## config.mk

```make
export PLATFORM = sky130hd
export DESIGN_NAME = uart_tx_arbiter
export DESIGN_NICKNAME = d
export VERILOG_FILES = /design/src/rtl/uart_tx_arbiter.sv
export SDC_FILE = /design/constraint.sdc
export NUM_CORES = 1
export LEC_CHECK = 0
export CAP_MARGIN = 20
export CORE_MARGIN = 2
export CORE_UTILIZATION = 45
export DETAILED_ROUTE_END_ITERATION = 12
export PLACE_DENSITY_LB_ADDON = 0.15
export SLEW_MARGIN = 20
export SYNTH_ARGS = -nofsm -noshare
export SYNTH_HDL_FRONTEND = slang
export SYNTH_SLANG_ARGS = --single-unit
```

## constraint.sdc

```tcl
create_clock -name clk -period 3.96 [get_ports clk]
set_input_delay 0.594 -clock clk [delete_from_list [all_inputs] [get_ports clk]]
set_output_delay 0.594 -clock clk [all_outputs]
set_load 0.05 [all_outputs]
```

## src/rtl/uart_tx_arbiter.sv

```systemverilog
// uart_tx_arbiter: round-robin scheduler sharing one UART transmitter among
// NUM_REQ byte producers. One byte is granted at a time, and the next grant
// waits for the frame to finish. The block also owns the transmitter's
// baud_select, and a new rate is applied only between frames.
//
// Optional build macro UART_TX_ARB_TIMEOUT_EN adds a 16-clock watchdog on the
// wait for tx_busy, together with the tx_timeout output.
//
// Handshake: a requester holds req_valid and req_data stable until it sees
// its req_ready bit pulse for one cycle, which means the byte has been taken.
// Toward the transmitter, tx_wr is a one-cycle start pulse with tx_data
// valid. tx_busy high marks a frame in flight. Its falling edge ends the frame.
module uart_tx_arbiter #(
    parameter int NUM_REQ   = 4,
    parameter int REQ_IDX_W = 2
) (
    input  logic                   clk,
    input  logic                   reset,
    input  logic [NUM_REQ-1:0]     req_valid,
    input  logic [8*NUM_REQ-1:0]   req_data,
    output logic [NUM_REQ-1:0]     req_ready,
    input  logic                   cfg_wr,
    input  logic [2:0]             cfg_baud_select,
    output logic [2:0]             baud_select,
    output logic [7:0]             tx_data,
    output logic                   tx_wr,
    input  logic                   tx_busy,
    output logic [REQ_IDX_W-1:0]   grant_idx,
    output logic                   active,
`ifdef UART_TX_ARB_TIMEOUT_EN
    output logic                   tx_timeout,
`endif
    output logic [1:0]             dbg_state
);

    typedef enum logic [1:0] {
        S_IDLE      = 2'd0,
        S_ISSUE     = 2'd1,
        S_WAIT_BUSY = 2'd2,
        S_WAIT_DONE = 2'd3
    } state_t;

    state_t                 r_state, w_state;
    logic [NUM_REQ-1:0]     r_req_ready, w_req_ready;
    logic [7:0]             r_tx_data, w_tx_data;
    logic                   r_tx_wr, w_tx_wr;
    logic [2:0]             r_baud, w_baud;
    logic [REQ_IDX_W-1:0]   r_grant_idx, w_grant_idx;
    logic                   r_active, w_active;
    logic [REQ_IDX_W-1:0]   r_last_grant, w_last_grant;
    logic                   r_cfg_pending, w_cfg_pending;
    logic [2:0]             r_cfg_val, w_cfg_val;
    logic                   w_found;
    logic [REQ_IDX_W-1:0]   w_pick;
    logic [REQ_IDX_W-1:0]   w_cand;
`ifdef UART_TX_ARB_TIMEOUT_EN
    logic [3:0]             r_wdog, w_wdog;
    logic                   r_tx_timeout, w_tx_timeout;
`endif

    // Round-robin search: first valid requester after last_grant, wrapping.
    always_comb begin
        w_found = 1'b0;
        w_pick  = '0;
        w_cand  = '0;
        for (int k = 1; k <= NUM_REQ; k++) begin
            w_cand = REQ_IDX_W'((int'(r_last_grant) + k) % NUM_REQ);
            if (!w_found && req_valid[w_cand]) begin
                w_found = 1'b1;
                w_pick  = w_cand;
            end
        end
    end

    // Next-state and next-output logic. All outputs come from registers.
    always_comb begin
        w_state       = r_state;
        w_req_ready   = '0;
        w_tx_wr       = 1'b0;
        w_tx_data     = r_tx_data;
        w_baud        = r_baud;
        w_grant_idx   = r_grant_idx;
        w_active      = r_active;
        w_last_grant  = r_last_grant;
        w_cfg_pending = r_cfg_pending;
        w_cfg_val     = r_cfg_val;
`ifdef UART_TX_ARB_TIMEOUT_EN
        w_wdog        = r_wdog;
        w_tx_timeout  = 1'b0;
`endif
        // A rate change during a frame is parked here. The last write wins.
        if (r_state != S_IDLE && cfg_wr) begin
            w_cfg_pending = 1'b1;
            w_cfg_val     = cfg_baud_select;
        end
        case (r_state)
            S_IDLE: begin
                if (r_cfg_pending || cfg_wr) begin
                    w_baud        = cfg_wr ? cfg_baud_select : r_cfg_val;
                    w_cfg_pending = 1'b0;
                end else if (w_found && !tx_busy) begin
                    w_req_ready[w_pick] = 1'b1;
                    w_tx_data           = req_data[{w_pick, 3'b000} +: 8];
                    w_grant_idx         = w_pick;
                    w_last_grant        = w_pick;
                    w_active            = 1'b1;
                    w_state             = S_ISSUE;
                end
            end
            S_ISSUE: begin
                w_tx_wr = 1'b1;
                w_state = S_WAIT_BUSY;
`ifdef UART_TX_ARB_TIMEOUT_EN
                w_wdog  = '0;
`endif
            end
            S_WAIT_BUSY: begin
                if (tx_busy) begin
                    w_state = S_WAIT_DONE;
`ifdef UART_TX_ARB_TIMEOUT_EN
                end else if (r_wdog == 4'hF) begin
                    w_tx_timeout = 1'b1;
                    w_active     = 1'b0;
                    w_state      = S_IDLE;
                end else begin
                    w_wdog = r_wdog + 4'd1;
`endif
                end
            end
            S_WAIT_DONE: begin
                if (!tx_busy) begin
                    w_active = 1'b0;
                    w_state  = S_IDLE;
                end
            end
            default: w_state = S_IDLE;
        endcase
    end

    // State and output registers. Reset aborts any frame immediately.
    always_ff @(posedge clk or posedge reset) begin
        if (reset) begin
            r_state       <= S_IDLE;
            r_req_ready   <= '0;
            r_tx_data     <= '0;
            r_tx_wr       <= 1'b0;
            r_baud        <= 3'b000;
            r_grant_idx   <= '0;
            r_active      <= 1'b0;
            r_last_grant  <= REQ_IDX_W'(NUM_REQ - 1);
            r_cfg_pending <= 1'b0;
            r_cfg_val     <= 3'b000;
`ifdef UART_TX_ARB_TIMEOUT_EN
            r_wdog        <= '0;
            r_tx_timeout  <= 1'b0;
`endif
        end else begin
            r_state       <= w_state;
            r_req_ready   <= w_req_ready;
            r_tx_data     <= w_tx_data;
            r_tx_wr       <= w_tx_wr;
            r_baud        <= w_baud;
            r_grant_idx   <= w_grant_idx;
            r_active      <= w_active;
            r_last_grant  <= w_last_grant;
            r_cfg_pending <= w_cfg_pending;
            r_cfg_val     <= w_cfg_val;
`ifdef UART_TX_ARB_TIMEOUT_EN
            r_wdog        <= w_wdog;
            r_tx_timeout  <= w_tx_timeout;
`endif
        end
    end

    assign req_ready   = r_req_ready;
    assign tx_data     = r_tx_data;
    assign tx_wr       = r_tx_wr;
    assign baud_select = r_baud;
    assign grant_idx   = r_grant_idx;
    assign active      = r_active;
    assign dbg_state   = r_state;
`ifdef UART_TX_ARB_TIMEOUT_EN
    assign tx_timeout  = r_tx_timeout;
`endif

endmodule

```

==> results.md <==
- Via/cell ratio: 5.26
- Worst Setup Start Kind: flip-flop
- Root Buffer: clkbuf_4
- Pin count of the biggest net entering global routing: 28
- Final hold violations: 0
- Syn. warnings: 0
- Setup ws final: ~1200 ps
- Post-layout nets: 247
- Port Buf Inserts: between 60 and 70
- Ports: 64
- CTS tree: done
- Vias in the first global route: 1196
- VDD IR max: around 0.0005 V
- Layout Cells excl Fill: 243
- CTS sink count: 27
- Via Count: between 1k and 1.5k
- Clock Skews: 22.5 ps
- Maximum clock path buffer count: 2
- Placeable Area: 0.00308 sq mm
- Fill count: 232
- Placer Congestion: 0.710
- Final antenna-violating net count: 0
- Status: completed
- DP Worst Slack: between 1000 and 1500 ps
- Count of pins over their slew limit: 0
- Commonest non-fill, non-tap cell in the layout: clkdlybuf4s50_1
- Hold Path Stages: 2
- Least-Margin Pin Slew: 917 ps
- Gr usage total: 20.1%
- Hold_sp: grant_idx[1]
- Synthesized area: approximately 0.0015 sq mm
- Critical Path AT: 2990 ps
- Setup Total Neg Slack: 0 ps
- Post-Synthesis Cells: 139
- Post_cts resized: 0
- Avg Cell Area, Syn: roughly 11 sq um
- Initial antenna violation count: 0
- Die X-Extent: approximately 61 um
- P&R area growth vs syn: 44.8%
- Commonest non-fill, non-tap cells in the layout: clkdlybuf4s50_1, dfrtp_1, nand2_1, mux2i_1, nor2_1
- PwrDens: 709 mW/mm^2
- Placed Cells incl. Taps: 239
- Die Y: about 60 um
- R2R Setup Slk: ~1200 ps
- Hold Worst Slack: a little over 500 ps
- Htree depth: 1
- Hold endpoint: grant_idx[1]
- Iteration-0 DRC Markers: 72
- Fmax: between 300 and 400 MHz
- Worst skew pair latency: 340 ps
- First-pass DRT Iterations: 4
- Crit-path max FO: 13
- CP Class: flip-flop to flip-flop
- Max-Cap Viols: 0
- Clock transition at path regs: 160 ps
- Post-cts hold buffer count: 0
- # setup viols final: 0
- Initial core utilization: a little under half
- R2R depth: 7
- Dpl hpwl: ~2600 um
- Die area: 0.00373 sq mm
- Reg2Reg Capture Point: tx_data[7]
- # diodes: 0
- Synth cell types: 38
- Syn_nets: between 150 and 200
- First-pass GRT wire length: 5550 um
- Hold WC Path Type: flip-flop to flip-flop
- RSZ-0062 raised after global routing: false
- LEAKAGE: 0.921 nW
- Req. time, crit path: ~4200 ps
- WL per Instance: 14.2 um
- DRT Wirelength: 3440 um
- Synth Register Bits: 27
- DRC viols: 0
- Minimum clock period: roughly 2700 ps
- TritonCTS buffer count: 3
- Share of cells above drive strength 1: 9.05%
- Reg-to-reg startpoint: dbg_state[0]
- Grt ovf: 0
- Crit end category: flip-flop
- Register area share after synthesis: about 46%
- Worst relative slew slack: 38.5%
- Rows: 20
- Setup Fix Bufs, Post-CTS: 0
- Final cycle utilization of the critical path: approximately 70%
-- critical path, cell delays in order (launching register included) --
cell and delay [ps]:
dfrtp_1 500, inv_1 110, ha_1 400, nor4b_1 480, and2_1 370, nand2_1 330
a211oi_1 390, nor4_2 60
-- final cells by class --
class / count / area (sq um) / area share, %
Multi-Input combinational cell: 101 / 714 / 33.6
Sequential cell: 27 / 678 / 31.9
Timing Repair Buffer: 63 / 631 / 29.7
Tap cell: 44 / 55.1 / 2.59
Clock buffer: 3 / 22.5 / 1.06
Inverter: 4 / 15.0 / 0.707
Clock inverter: 1 / 7.51 / 0.354
-- through the flow --
| stage | area, sq um | utilization (%) | power, mW |
|---|---|---|---|
| 2_1_floorplan | 1470 | - | 1.12 |
| 3_3_place_gp | 2090 | 68.0 | 1.36 |
| 3_5_place_dp | 2090 | 68.0 | 1.38 |
| 4_1_cts | 2120 | 69.0 | 1.51 |
| 5_1_grt | 2120 | 69.0 | 1.61 |
| 6_report | 2120 | 69.0 | 1.50 |
-- flip-flops by register name (all words and copies together), names as in the netlist --
signal         count
req_ready          4
dbg_state          2
r_cfg_pending      1
tx_data            8
active             1
r_last_grant       2
baud_select        3
r_cfg_val          3
grant_idx          2
tx_wr              1
-- metal layers --
| layer | GRT usage [%] | share of wire (%) |
|---|---|---|
| met5 | 0 | 0 |
| met4 | 4.66 | 0.67 |
| met3 | 5.46 | 5.8 |
| met2 | 31.8 | 50 |
| met1 | 27.9 | 44 |
-- synth_stat cells (all sizes together) --
| library cell | instances | area [sq um] |
|---|---|---|
| o21ai | 2 | 10.0 |
| clkbuf | 2 | 8.75 |
| nor4 | 1 | 12.5 |
| nand2 | 22 | 85.1 |
| inv | 4 | 15.0 |
| or4 | 1 | 11.3 |
| o221a | 1 | 11.3 |
| a22oi | 1 | 7.51 |
| o221ai | 8 | 70.1 |
| and2 | 1 | 6.26 |
| nor3 | 2 | 10.0 |
| nand2b | 2 | 20.0 |
| ha | 4 | 50.1 |
| nor2 | 12 | 45.0 |
| a22o | 3 | 26.3 |
| dfstp | 2 | 52.6 |
| mux2 | 5 | 56.3 |
| mux2i | 15 | 150 |
| nor4b | 1 | 8.76 |
| o22ai | 4 | 25.0 |
| buf | 5 | 50.0 |
| a21oi | 5 | 25.0 |
| a21o | 2 | 15.0 |
| nand3b | 1 | 7.51 |
| or2b | 1 | 8.76 |
| dfrtp | 25 | 626 |
| nor2b | 1 | 6.26 |
| o31ai | 1 | 7.51 |
| a31oi | 1 | 6.26 |
| a211oi | 3 | 27.5 |
| nand3 | 1 | 5.00 |
-- kinds of logic (layout without fill, tap and decap cells) --
group / count (synthesis) / after routing / synth area share, %
mux: 20 / 20 / 14.1
compound gates: 31 / 31 / 15.8
simple gates: 46 / 46 / 15.4
flops: 27 / 27 / 46.2
fa+ha+maj: 4 / 4 / 3.41
buf+inv: 11 / 71 / 5.03
-- power by group --
group | leakage (nW) | switching (mW) | internal, mW
logic | 0.577 | 0.532 | 0.359
clock network | 0.0139 | 0.0858 | 0.0387
registers | 0.330 | 0.0937 | 0.395
-- worst max-delay path by stage --
| stage | startpoint | to | slack, ps | depth (start not counted) |
|---|---|---|---|---|
| 2_1_floorplan | dbg_state[0] | tx_data[7] | 1810 | 9 |
| 3_3_place_gp | tx_busy | tx_data[7] | 1210 | 6 |
| 3_5_place_dp | tx_busy | tx_data[7] | 1040 | 6 |
| 4_1_cts | dbg_state[0] | tx_data[7] | 1220 | 7 |
| 5_1_grt | dbg_state[0] | tx_data[7] | 930 | 7 |
| 6_report | dbg_state[0] | tx_data[7] | 1220 | 7 |
(Power assumes the default switching activity.)
